## src/rtl/seq_det_n_pkg.sv

```systemverilog
// Shared definitions for the seq_det_n serial sequence detector.
//   state_e : one-hot FSM encoding (IDLE / LOAD / DETECT)
//   ST_W    : width of the state vector
package seq_det_pkg;
  localparam int ST_W = 3;

  typedef enum logic [ST_W-1:0] {
    S_IDLE   = 3'b001,
    S_LOAD   = 3'b010,
    S_DETECT = 3'b100
  } state_e;
endpackage

```

## src/rtl/seq_det_n_if.sv

```systemverilog
// Bit-stream, control and status bundle for seq_det_n.
//   master : stream source / controller (drives din, din_valid, load, mask,
//            overlap, clr_cnt; observes dout, pat_ready, match_cnt)
//   slave  : the detector itself
interface seq_det_n_if #(
  parameter int SEQ_W = 8,
  parameter int CNT_W = 8
);
  logic             din;
  logic             din_valid;
  logic             load;
  logic             mask_we;
  logic [SEQ_W-1:0] mask_in;
  logic             overlap;
  logic             clr_cnt;
  logic             dout;
  logic             pat_ready;
  logic [CNT_W-1:0] match_cnt;

  modport master (
    output din, din_valid, load, mask_we, mask_in, overlap, clr_cnt,
    input  dout, pat_ready, match_cnt
  );

  modport slave (
    input  din, din_valid, load, mask_we, mask_in, overlap, clr_cnt,
    output dout, pat_ready, match_cnt
  );
endinterface

```

## src/rtl/seq_shift_cmp.sv

```systemverilog
// History shift register, fill counter and masked compare for seq_det_n.
//   clk, rst  : clock, async active-high reset
//   shift_en  : accept din into the history this cycle
//   clr       : empty the history (pattern just armed)
//   din       : serial bit
//   overlap   : 1 = keep fill after a match, 0 = restart the window
//   pat, mask : reference pattern and compare mask (1 = compare bit)
//   match     : combinational, valid in the cycle that shifts the final bit
module seq_shift_cmp #(
  parameter int SEQ_W = 8
) (
  input  logic             clk,
  input  logic             rst,
  input  logic             shift_en,
  input  logic             clr,
  input  logic             din,
  input  logic             overlap,
  input  logic [SEQ_W-1:0] pat,
  input  logic [SEQ_W-1:0] mask,
  output logic             match
);
  localparam int FW = $clog2(SEQ_W + 1);

  logic [SEQ_W-1:0] hist_q, hist_d, hist_n;
  logic [FW-1:0]    fill_q, fill_d, fill_n;

  always_comb begin
    hist_n = {hist_q[SEQ_W-2:0], din};
    fill_n = (fill_q == FW'(SEQ_W)) ? fill_q : fill_q + 1'b1;
    // Compare against the history including the bit arriving now, so dout
    // can be registered one edge after the final bit is sampled.
    match  = shift_en && (fill_n == FW'(SEQ_W)) && (((hist_n ^ pat) & mask) == '0);

    hist_d = hist_q;
    fill_d = fill_q;
    if (clr) begin
      hist_d = '0;
      fill_d = '0;
    end else if (shift_en) begin
      hist_d = hist_n;
      // Non-overlapping: a match consumes the window, SEQ_W fresh bits needed.
      fill_d = (match && !overlap) ? '0 : fill_n;
    end
  end

  always_ff @(posedge clk or posedge rst) begin
    if (rst) begin
      hist_q <= '0;
      fill_q <= '0;
    end else begin
      hist_q <= hist_d;
      fill_q <= fill_d;
    end
  end
endmodule

```

## src/rtl/seq_det_n.sv

```systemverilog
// Parametrised serial sequence detector (SOF / flag / stuff-pattern watch).
//   clk, rst : clock, async active-high reset
//   bus      : seq_det_n_if slave -- din/din_valid stream, load (serial
//              MSB-first pattern load), mask_we/mask_in, overlap, clr_cnt;
//              outputs dout (1-cycle match pulse), pat_ready, match_cnt
module seq_det_n
  import seq_det_pkg::*;
#(
  parameter int SEQ_W = 8,
  parameter int CNT_W = 8
) (
  input  logic        clk,
  input  logic        rst,
  seq_det_n_if.slave  bus
);
  localparam int          LDW  = $clog2(SEQ_W);
  localparam logic [LDW-1:0] LAST = LDW'(SEQ_W - 1);

  state_e           state_q, state_d;
  logic [SEQ_W-1:0] pat_q, pat_d;
  logic [SEQ_W-1:0] mask_q, mask_d;
  logic [LDW-1:0]   ld_cnt_q, ld_cnt_d;
  logic             dout_q, dout_d;
  logic             pat_ready_q, pat_ready_d;
  logic [CNT_W-1:0] cnt_q, cnt_d;
  logic             shift_en, hist_clr, match;

  seq_shift_cmp #(.SEQ_W(SEQ_W)) u_cmp (
    .clk      (clk),
    .rst      (rst),
    .shift_en (shift_en),
    .clr      (hist_clr),
    .din      (bus.din),
    .overlap  (bus.overlap),
    .pat      (pat_q),
    .mask     (mask_q),
    .match    (match)
  );

  always_comb begin
    state_d     = state_q;
    pat_d       = pat_q;
    ld_cnt_d    = ld_cnt_q;
    pat_ready_d = pat_ready_q;
    mask_d      = bus.mask_we ? bus.mask_in : mask_q;
    cnt_d       = cnt_q;
    dout_d      = 1'b0;
    shift_en    = 1'b0;
    hist_clr    = 1'b0;

    unique case (state_q)
      S_IDLE: begin
        if (bus.load) begin
          state_d  = S_LOAD;
          ld_cnt_d = '0;
        end
      end
      S_LOAD: begin
        if (!bus.load) begin
          state_d = S_IDLE;                 // abort: partial pattern discarded
        end else if (bus.din_valid) begin
          pat_d    = {pat_q[SEQ_W-2:0], bus.din};
          ld_cnt_d = ld_cnt_q + 1'b1;
          if (ld_cnt_q == LAST) begin
            state_d     = S_DETECT;
            pat_ready_d = 1'b1;
            hist_clr    = 1'b1;
          end
        end
      end
      S_DETECT: begin
        if (bus.load) begin
          // Reload request: this cycle's din is dropped, not loaded.
          state_d     = S_LOAD;
          pat_ready_d = 1'b0;
          ld_cnt_d    = '0;
        end else begin
          shift_en = bus.din_valid;
          dout_d   = match;
          if (match && (cnt_q != '1)) cnt_d = cnt_q + 1'b1;
        end
      end
      default: state_d = S_IDLE;
    endcase

    if (bus.clr_cnt) cnt_d = '0;          // clear beats a coincident match
  end

  always_ff @(posedge clk or posedge rst) begin
    if (rst) begin
      state_q     <= S_IDLE;
      pat_q       <= '0;
      mask_q      <= '1;
      ld_cnt_q    <= '0;
      dout_q      <= 1'b0;
      pat_ready_q <= 1'b0;
      cnt_q       <= '0;
    end else begin
      state_q     <= state_d;
      pat_q       <= pat_d;
      mask_q      <= mask_d;
      ld_cnt_q    <= ld_cnt_d;
      dout_q      <= dout_d;
      pat_ready_q <= pat_ready_d;
      cnt_q       <= cnt_d;
    end
  end

  assign bus.dout      = dout_q;
  assign bus.pat_ready = pat_ready_q;
  assign bus.match_cnt = cnt_q;
endmodule

```

## src/flat_wrapper.sv

```systemverilog
// flat-port wrapper written by rule: the top's interface ports become plain ports
module seq_det_n_flat import seq_det_pkg::*;
#(
  parameter int SEQ_W = 8,
  parameter int CNT_W = 8
)
  (clk, rst, bus_din, bus_din_valid, bus_load, bus_mask_we, bus_mask_in, bus_overlap, bus_clr_cnt, bus_dout, bus_pat_ready, bus_match_cnt);
  seq_det_n_if #(.SEQ_W(SEQ_W), .CNT_W(CNT_W)) bus_i ();
  input  logic clk;
  input  logic rst;
  input wire logic [$bits(bus_i.din)-1:0] bus_din;
  input wire logic [$bits(bus_i.din_valid)-1:0] bus_din_valid;
  input wire logic [$bits(bus_i.load)-1:0] bus_load;
  input wire logic [$bits(bus_i.mask_we)-1:0] bus_mask_we;
  input wire logic [$bits(bus_i.mask_in)-1:0] bus_mask_in;
  input wire logic [$bits(bus_i.overlap)-1:0] bus_overlap;
  input wire logic [$bits(bus_i.clr_cnt)-1:0] bus_clr_cnt;
  output wire logic [$bits(bus_i.dout)-1:0] bus_dout;
  output wire logic [$bits(bus_i.pat_ready)-1:0] bus_pat_ready;
  output wire logic [$bits(bus_i.match_cnt)-1:0] bus_match_cnt;
  assign bus_i.din = bus_din;
  assign bus_i.din_valid = bus_din_valid;
  assign bus_i.load = bus_load;
  assign bus_i.mask_we = bus_mask_we;
  assign bus_i.mask_in = bus_mask_in;
  assign bus_i.overlap = bus_overlap;
  assign bus_i.clr_cnt = bus_clr_cnt;
  assign bus_dout = bus_i.dout;
  assign bus_pat_ready = bus_i.pat_ready;
  assign bus_match_cnt = bus_i.match_cnt;
  seq_det_n #(.SEQ_W(SEQ_W), .CNT_W(CNT_W)) u_core (.clk(clk), .rst(rst), .bus(bus_i));
endmodule
```

## config.mk

```make
export PLATFORM = sky130hd
export DESIGN_NAME = seq_det_n_flat
export DESIGN_NICKNAME = d
export VERILOG_FILES = /design/src/rtl/seq_det_n_pkg.sv /design/src/rtl/seq_det_n_if.sv /design/src/rtl/seq_shift_cmp.sv /design/src/rtl/seq_det_n.sv /design/src/flat_wrapper.sv
export SDC_FILE = /design/constraint.sdc
export NUM_CORES = 1
export LEC_CHECK = 0
export ABC_AREA = 1
export CAP_MARGIN = 20
export CORE_UTILIZATION = 30
export CTS_CLUSTER_DIAMETER = 150
export DETAILED_ROUTE_END_ITERATION = 10
export GPL_TIMING_DRIVEN = 0
export REMOVE_ABC_BUFFERS = 1
export SLEW_MARGIN = 15
export SYNTH_ARGS = -nofsm -noshare
export SYNTH_HDL_FRONTEND = slang
export SYNTH_SLANG_ARGS = --single-unit
```

## constraint.sdc

```tcl
create_clock -name clk -period 1.4 [get_ports clk]
set_input_delay 0.14 -clock clk [delete_from_list [all_inputs] [get_ports clk]]
set_output_delay 0.14 -clock clk [all_outputs]
set_load 0.1 [all_outputs]
```

==> results of run 1 <==
## state kept, by name (all words and copies together) (netlist names)
register / cells
u_core.u_cmp.fill_q: 4
u_core.bus.dout: 1
u_core.bus.pat_ready: 1
u_core.mask_q: 8
u_core.ld_cnt_q: 3
u_core.pat_q: 8
u_core.state_q: 3
u_core.bus.match_cnt: 8
u_core.u_cmp.hist_q: 7
## logic make-up (layout without fill, tap and decap cells)
| family | count (synthesis) | after routing | synth area share (%) |
|---|---|---|---|
| flip-flops | 43 | 43 | 47.0 |
| adder cells (fa/ha/maj) | 5 | 5 | 2.70 |
| multiplexers | 8 | 8 | 3.89 |
| XOR/XNOR | 5 | 5 | 1.89 |
| AND/OR/NAND/NOR | 137 | 138 | 30.8 |
| buffers and inverters | 49 | 90 | 8.05 |
| AO/OA/AOI/OAI | 24 | 24 | 5.73 |
## power breakdown
group	internal (mW)	switching (mW)
combinational	0.363	0.494
sequential	1.47	0.172
clock	0.349	0.423
## layout by cell type (no fill, tap or decap), types with 3 or more instances in the layout
cell type         n
o22ai_1           7
nand2_1          53
o21ai_0           3
buf_4             7
o21ai_2           3
nor2_1           12
inv_2            13
nand4_1          13
nor2_2            3
buf_2             8
dfrtp_1          34
clkdlybuf4s50_1  15
nor2_4            3
clkbuf_8          5
nand3_2           5
inv_1            32
nand2_4           6
nand3_1          25
mux2_2            8
xor2_1            4
nand2_2          10
o21ai_1           9
dfstp_2           9
## metrics by stage
stage / area, um2 / setup WS [ps]
2_1_floorplan: 2300 / -791
3_3_place_gp: 2680 / -706
3_5_place_dp: 2700 / -378
4_1_cts: 2860 / -287
5_1_grt: 2980 / -334
6_report: 2980 / -248
## worst max-delay path, delay by kind of cell, from the launching register on
family | cells | cell delay, ps
adders and majority gates | 1 | 160
DFF | 1 | 410
buffers and inverters | 2 | 170
AOI/OAI and AO/OA | 1 | 150
and+or+nand+nor | 7 | 670
## final cells by class
cell class / count / area (um2)
clock inverters: 2 / 12.5
well taps: 99 / 124
inverters: 46 / 175
flip-flops and latches: 43 / 1090
clock buffers: 6 / 72.6
repair buffers: 36 / 342
multi-input cells: 180 / 1160
fillers: 738 / 4390
## worst min path at each step
stage / end / slack (ps) / cells after the start
floorplan: u_core.pat_q[0] / 260 / 2
global placement: u_core.ld_cnt_q[1] / 490 / 2
detailed placement: u_core.pat_q[6] / 490 / 2
CTS: u_core.pat_q[4] / 180 / 2
global route: u_core.pat_q[6] / 190 / 2
finish: u_core.pat_q[6] / 160 / 2
## layer usage
| metal | share of wire (%) | wire length [um] | up-vias | global-route usage [%] |
|---|---|---|---|---|
| met5 | 0 | 0 | - | 0 |
| met4 | 0.93 | 44 | 0 | 3.14 |
| met3 | 2.9 | 140 | 4 | 2.54 |
| met2 | 48 | 2260 | 30 | 21.9 |
| met1 | 49 | 2310 | 886 | 16.2 |
| li1 | - | - | 962 | - |
## what timing repair did
action | 4_1_cts | 5_1_grt
pin swaps | 7 | 5
gates cloned | 1 | 1
resized for setup | 59 | 29
hold buffers | 0 | 0
buffers inserted | 7 | 2
endpoints found under the hold margin | 0 | 0
setup endpoints to repair | 34 | 26
==> reports/results.txt, run 1 <==
Status -> finished with violations
Failing checks -> setup timing
Synthesis Warnings -> 0
Finished Core Util -> 40.4%
Setup WS post-layout -> -248 ps
Finished Layout Cells -> 412
Share of the synthesized area in the top cell type -> 36.8%
Die ar. -> 8070 um2
HP Class -> primary input to async pin
Maxcap violations -> 0
Hold WS -> 161 ps
Via Count -> 1882
TritonCTS clock tree -> built
Library cells used by synthesis -> 30
Core Area -> 7370 um2
Chip Height -> 89.8 um
Critical Path AT -> 1830 ps
CP endpoint -> u_core.bus.match_cnt[5]
Mean Syn Cell Area -> 8.54 um2
GRT Total Usage -> 12.7%
Post-Synthesis Cell Area -> 2310 um2
Number of synthesized flops with an enable pin -> 0
CP max stage cell -> dfrtp_1
Reg-to-Reg End -> u_core.bus.match_cnt[5]
Pins Over Slew Limit -> 0
First-pass GRT wire length -> 8460 um
Vias in the first global route -> 1855
RSZ-0062 raised after global routing -> true
Critical path type -> flip-flop to flip-flop
Drt pass-1 iters -> 5
Crit path launch type -> flip-flop
Syn Inst Count -> 271
Initial Util -> 31.4%
Most frequent cell after synthesis -> nand2_1
Clock Tree Buf Depth -> 2
Crit path largest cell delay -> 410 ps
Total Wirelength -> 4750 um
PwrDens -> 1100 nW/um2
Worst vdd ir -> 0.601 mV
Max Fclk -> 607 MHz
Row cnt -> 31
IO Port Bufs -> 25
Fin crit period -> 1650 ps
# diodes -> 0
Grt total ovfl -> 0
Register area share after synthesis -> 47.0%
Reg2Reg Launch Point -> u_core.u_cmp.fill_q[1]
Worst R2R Setup Slack -> -250 ps
Critical path origin -> u_core.u_cmp.fill_q[1]
Ys async rst share -> 100%
Max-slew headroom -> 63.1%
Commonest cells in the netlist -> nand2_1 (64), inv_1 (35), dfrtp_1 (34), nand3_1 (26), nor2_1 (14)
Largest net degree at the start of global routing -> 25
H-tree depth -> 2
Share of cells above drive strength 1 -> 31.9%
Clock-pin slew on the worst setup and hold paths -> 80 ps
Final Cycle Share -> 118%
Pwr Total -> 3.27 mW
CTS buffer count -> 5
Via density -> 4.57
R2r worst-path depth -> 11
Area grow syn2layout -> 28.6%
Setup tns final -> -2210 ps
Leakage -> 1.51 nW
Flops & latches, synth -> 43
Synth area leaders -> dfrtp_1 (37%), nand2_1 (10%), dfstp_2 (10%)
Slew @ Worst Pin -> 556 ps
Final hold vios -> 0
Final Setup Violations -> 16
DR DRC count -> 0
Routed Antenna Nets -> 0
# clock sinks -> 43
Global placement routability congestion -> 0.731
Initial antenna violation count -> 0
Cells along the critical path -> inv_2 > ha_4 > nand2_4 > o21ai_4 > nand3_2 > inv_2 > nand3_4 > nor2_8 > nand2_4 > nand3_1 > nand2_1
WL per Instance -> 11.5 um
Die width -> 89.8 um
Post-synth top flop -> dfrtp_1
DRT iter0 DRCs -> 78
Placed insts -> 393
I/O pins -> 26
CP max FO -> 8
Clk_lat worst skew -> 290 ps
Leading area contributor after synthesis -> dfrtp_1
Endpoint type of the worst setup path -> flip-flop
Worst Skew -> 7.38 ps
Root Driver -> clkbuf_8
Detailed Place HPWL -> 3230 um
Fin nets -> 333
Critical Path RT -> 1580 ps
(Power assumes the default switching activity.)
==> run 2: changes to the inputs <==
SKIP_CTS_REPAIR_TIMING = 1   (was not set)
==> reports/results.txt, run 2 (synthesized netlist as in run 1, its figures left out) <==
CTS buffer count -> 5 (unchanged)
Final Setup Violations -> 16 (unchanged)
Vias in the first global route -> 1771 (-4.5%)
Most common cell after layout, fill and taps aside -> nand2_1
Final hold vios -> 0 (unchanged)
Area grow syn2layout -> 25.5%
Clk pwr share -> 24.5% (+0.9 points)
TritonCTS clock tree -> built
Largest net degree at the start of global routing -> 25 (unchanged)
Fin nets -> 330 (-0.90%)
Internal power -> 2.12 mW (-2.6%)
Global placement routability congestion -> 0.731 (unchanged)
Routed Antenna Nets -> 0 (unchanged)
Die width -> 89.8 um (unchanged)
Grt total ovfl -> 0 (unchanged)
Most frequent cells in the layout -> nand2_1 (63), dfrtp_1 (33), inv_1 (31)
Maxcap violations -> 0 (unchanged)
Setup WS post-layout -> -354 ps (-106 ps)
Max Fclk -> 570 MHz (-6.0%)
Cells along the critical path -> inv_4 > ha_4 > nand2_4 > o21ai_4 > nand3_2 > inv_2 > nand3_4 > nor2_8 > nand2_8 > nand3_1 > nand2_1
Critical Path RT -> 1580 ps (about the same)
Worst R2R Setup Slack -> -350 ps (-110 ps)
Register share of total power -> 51.5% (+1.3 points)
Design Area, Final -> 2910 um2 (-2.4%)
I/O pins -> 26 (unchanged)
Max-slew headroom -> 35.9% (-27 points)
Final Cycle Share -> 125% (+7.6 points)
Total Wirelength -> 4560 um (-4.0%)
Clock Tree Buf Depth -> 2 (unchanged)
Area after DPL -> 2700 um2 (unchanged)
Endpoint type of the worst setup path -> flip-flop
Worst vdd ir -> 0.590 mV (-1.9%)
Fin crit period -> 1750 ps (+106 ps)
Combinational power share -> 24.0% (-2.2 points)
Row cnt -> 31 (unchanged)
Finished Core Util -> 39.4% (-0.97 points)
Sw Pwr -> 1.01 mW (-7.1%)
DR DRC count -> 0 (unchanged)
Leakage -> 1.48 nW (-2.0%)
CP max FO -> 8 (unchanged)
First-pass GRT wire length -> 8010 um (-5.3%)
Die ar. -> 8070 um2 (unchanged)
Chip Height -> 89.8 um (unchanged)
Critical path type -> flip-flop to flip-flop
Crit path largest cell delay -> 450 ps (+40 ps)
Initial Util -> 31.4% (unchanged)
Slew @ Worst Pin -> 960 ps (+403 ps)
Critical Path AT -> 1940 ps (+110 ps)
Pins Over Slew Limit -> 0 (unchanged)
Clock-pin slew on the worst setup and hold paths -> 80 ps (about the same)
Detailed Place HPWL -> 3230 um (unchanged)
Crit path launch type -> flip-flop
PwrDens -> 1080 nW/um2 (-1.7%)
Failing checks -> setup timing
WL per Instance -> 11.2 um (-3.3%)
Core Area -> 7370 um2 (unchanged)
GRT Total Usage -> 11.9% (-0.75 points)
Clk_lat worst skew -> 290 ps (about the same)
RSZ-0062 raised after global routing -> true
Share of cells above drive strength 1 -> 28.4% (-3.6 points)
Status -> finished with violations
Worst Skew -> 7.84 ps (+0.464 ps)
# clock sinks -> 43 (unchanged)
Drt pass-1 iters -> 4 (-1)
CP max stage cell -> dfrtp_2
DRT iter0 DRCs -> 89 (+14%)
Via Count -> 1836 (-2.4%)
Initial antenna violation count -> 0 (unchanged)
Via density -> 4.49 (-1.7%)
# diodes -> 0 (unchanged)
IO Port Bufs -> 25 (unchanged)
Sw frac -> 32.2% (-1.1 points)
HP Class -> primary input to async pin
H-tree depth -> 2 (unchanged)
Root Driver -> clkbuf_8
==> run 2: cell types whose count changed in the layout (fill, tap and decap cells not counted), moves of 5 or more <==
cell and change:
nand2_1 +10, o21ai_0 +9, clkbuf_2 +8, nand2_2 -8, buf_2 -7, o21ai_1 -6
nand3_1 -5, nand3_2 +5
==> run 2: path summary, 6_finish.rpt <==
kind                            depth (start not counted)                       to                   start
worst max-delay path                                   11  u_core.bus.match_cnt[3]  u_core.u_cmp.fill_q[0]
worst min-delay path                                    2          u_core.pat_q[6]                     rst
worst max register to register                         11  u_core.bus.match_cnt[3]  u_core.u_cmp.fill_q[0]
worst min register to register                          2          u_core.pat_q[6]         u_core.pat_q[5]
max in group asynchronous                               3        u_core.state_q[0]                     rst
min in group clk                                        2         u_core.mask_q[2]          bus_mask_in[2]
==> run 2: metrics by stage <==
stage | cells | hold slack (ps) | worst slack [ps] | TNS, ps | total power, mW
floorplan | 268 | 261 | -791 | -6330 | 2.15
global route | 409 | 190 | -446 | -5190 | 3.39
CTS | 401 | 179 | -635 | -9740 | 3.14
finish | 409 | 160 | -354 | -3320 | 3.14
detailed placement | 393 | 492 | -378 | -7430 | 2.35
global placement | 392 | 485 | -706 | -34550 | 2.32
==> run 2: final cells by class <==
class / count / area [um2]
inverter: 46 / 175
clock buffer: 6 / 72.6
timing repair buffer: 34 / 308
fill: 741 / 4460
sequential: 43 / 1090
clock inverter: 2 / 12.5
multi-input combinational: 179 / 1120
tap: 99 / 124
==> run 2: critical path, delay by kind of cell (launching register included) <==
kind,cells,cell delay (ps)
simple gates,7,710
buf+inv,2,170
compound gates,1,170
fa+ha+maj,1,150
flops,1,450
==> run 2: power groups by stage <==
stage          Clock (mW)  Combinational [mW]  Sequential, mW
2_1_floorplan           0               0.539            1.61
3_3_place_gp            0               0.691            1.63
3_5_place_dp            0               0.715            1.64
4_1_cts             0.804               0.717            1.62
5_1_grt             0.855               0.887            1.65
6_report            0.769               0.752            1.61
==> run 2: per-layer routing <==
metal,vias to the layer above,share of wire (%),track usage (%)
met5,-,0,0
met4,0,1.0,3.14
met3,6,3.2,2.54
met2,25,48,19.6
met1,856,48,15.9
li1,949,-,-
==> run 3: changes to the inputs <==
MAX_ROUTING_LAYER = met4   (was not set)
==> reports/results.txt, run 3 (synthesized netlist as in run 1, its figures left out) <==
Total Wirelength -> 4550 um (-0.24%)
Endpoint type of the worst setup path -> flip-flop
CP max stage cell -> dfrtp_2
Crit path largest cell delay -> 450 ps (about the same)
CP max FO -> 8 (unchanged)
Chip Height -> 89.8 um (unchanged)
Detailed Place HPWL -> 3230 um (unchanged)
Clock Tree Buf Depth -> 2 (unchanged)
Max-slew headroom -> 35.9% (unchanged)
Grt total ovfl -> 0 (unchanged)
Initial antenna violation count -> 0 (unchanged)
DR DRC count -> 0 (unchanged)
Leakage -> 1.48 nW (unchanged)
Register share of total power -> 51.5% (about the same)
Most frequent cells in the layout -> nand2_1 (63), dfrtp_1 (33), inv_1 (31)
Fin nets -> 330 (unchanged)
Root Driver -> clkbuf_8
Critical path type -> flip-flop to flip-flop
Setup WS post-layout -> -344 ps (+10.0 ps)
Initial Util -> 31.4% (unchanged)
Share of cells above drive strength 1 -> 28.4% (unchanged)
Hold WS -> 160 ps (-0.0490 ps)
Pins Over Slew Limit -> 0 (unchanged)
Kind of cell adding the most delay to the critical path -> simple AND/OR/NAND/NOR gates
H-tree depth -> 2 (unchanged)
Area grow syn2layout -> 25.5% (unchanged)
Worst Skew -> 9.05 ps (+1.20 ps)
TritonCTS clock tree -> built
Status -> finished with violations
Drt pass-1 iters -> 4 (unchanged)
HP Class -> primary input to async pin
Final Cycle Share -> 125% (-0.72 points)
Die ar. -> 8070 um2 (unchanged)
Sw Pwr -> 1.01 mW (-0.27%)
CTS buffer count -> 5 (unchanged)
Via Count -> 1830 (-0.33%)
Crit path launch type -> flip-flop
Most common cell after layout, fill and taps aside -> nand2_1
First-pass GRT wire length -> 8010 um (unchanged)
Final hold vios -> 0 (unchanged)
# clock sinks -> 43 (unchanged)
Global placement routability congestion -> 0.739 (+1.2%)
Sw frac -> 32.2% (-0.059 points)
Critical Path RT -> 1580 ps (about the same)
Clock-pin slew on the worst setup and hold paths -> 80 ps (about the same)
# diodes -> 0 (unchanged)
Slew @ Worst Pin -> 960 ps (unchanged)
Critical Path AT -> 1930 ps (about the same)
Worst vdd ir -> 0.590 mV (about the same)
DRT iter0 DRCs -> 88 (-1.1%)
Buf/Inv on CP -> 2 (unchanged)
Filler instances -> 741 (unchanged)
Die width -> 89.8 um (unchanged)
I/O pins -> 26 (unchanged)
Row cnt -> 31 (unchanged)
Via density -> 4.47 (-0.33%)
GRT Total Usage -> 12.3% (+0.35 points)
Fin crit period -> 1740 ps (-10.0 ps)
Cells along the critical path -> inv_4 > ha_4 > nand2_4 > o21ai_4 > nand3_2 > inv_2 > nand3_4 > nor2_8 > nand2_8 > nand3_1 > nand2_1
Final Setup Violations -> 16 (unchanged)
Core Area -> 7370 um2 (unchanged)
Clk_lat worst skew -> 290 ps (about the same)
Routed Antenna Nets -> 0 (unchanged)
RSZ-0062 raised after global routing -> true
Largest net degree at the start of global routing -> 25 (unchanged)
Clk pwr share -> 24.5% (about the same)
WL per Instance -> 11.1 um (-0.24%)
Maxcap violations -> 0 (unchanged)
Max Fclk -> 573 MHz (+0.57%)
Pwr Total -> 3.13 mW (about the same)
Combinational power share -> 24.0% (about the same)
Vias in the first global route -> 1771 (unchanged)
IO Port Bufs -> 25 (unchanged)
PwrDens -> 1080 nW/um2 (about the same)
Internal power -> 2.12 mW (about the same)
Failing checks -> setup timing
==> run 3: cell counts in the layout (fill, tap and decap cells not counted) <==
Identical to the previous run, type by type.
==> run 3: path summary, 6_finish.rpt <==
path                                           end  slack (ps)                    from  cells past startpoint
min in group clk                  u_core.mask_q[2]         460          bus_mask_in[2]                      2
max                        u_core.bus.match_cnt[3]        -340  u_core.u_cmp.fill_q[0]                     11
max reg2reg                u_core.bus.match_cnt[3]        -340  u_core.u_cmp.fill_q[0]                     11
max in group asynchronous        u_core.state_q[0]         690                     rst                      3
min                                u_core.pat_q[6]         160                     rst                      2
min reg2reg                        u_core.pat_q[6]         510         u_core.pat_q[5]                      2
==> run 3: final cells by class <==
cell class	instances	area [um2]	share of cell area [%]
Multi-Input combinational cell	179	1120	38.7
Clock inverter	2	12.5	0.431
Inverter	46	175	6.03
Sequential cell	43	1090	37.5
Timing Repair Buffer	34	308	10.6
Tap cell	99	124	4.26
Clock buffer	6	72.6	2.50
==> run 3: per-stage QoR <==
step,instance area (um2),utilization [%],TNS [ps],worst slack [ps],std cells
floorplan,2300,-,-6330,-791,268
global placement,2680,36.3,-34550,-706,392
detailed placement,2700,36.6,-7430,-378,393
CTS,2780,37.7,-9740,-635,401
global route,2910,39.4,-5190,-446,409
finish,2910,39.4,-3240,-344,409
==> run 3: power groups by stage <==
stage | Clock (mW) | Sequential (mW) | Combinational, mW
2_1_floorplan | 0 | 1.61 | 0.539
3_3_place_gp | 0 | 1.63 | 0.691
3_5_place_dp | 0 | 1.64 | 0.715
4_1_cts | 0.804 | 1.62 | 0.717
5_1_grt | 0.855 | 1.65 | 0.887
6_report | 0.766 | 1.61 | 0.752
==> run 3: per-layer routing <==
metal / global-route usage [%] / wire [um] / part of all wire [%] / up-vias
li1: - / - / - / 949
met1: 15.9 / 2160 / 47 / 850
met2: 19.6 / 2190 / 48 / 25
met3: 2.54 / 153 / 3.4 / 6
met4: 3.14 / 48 / 1.1 / 0
met5: - / 0 / 0 / -
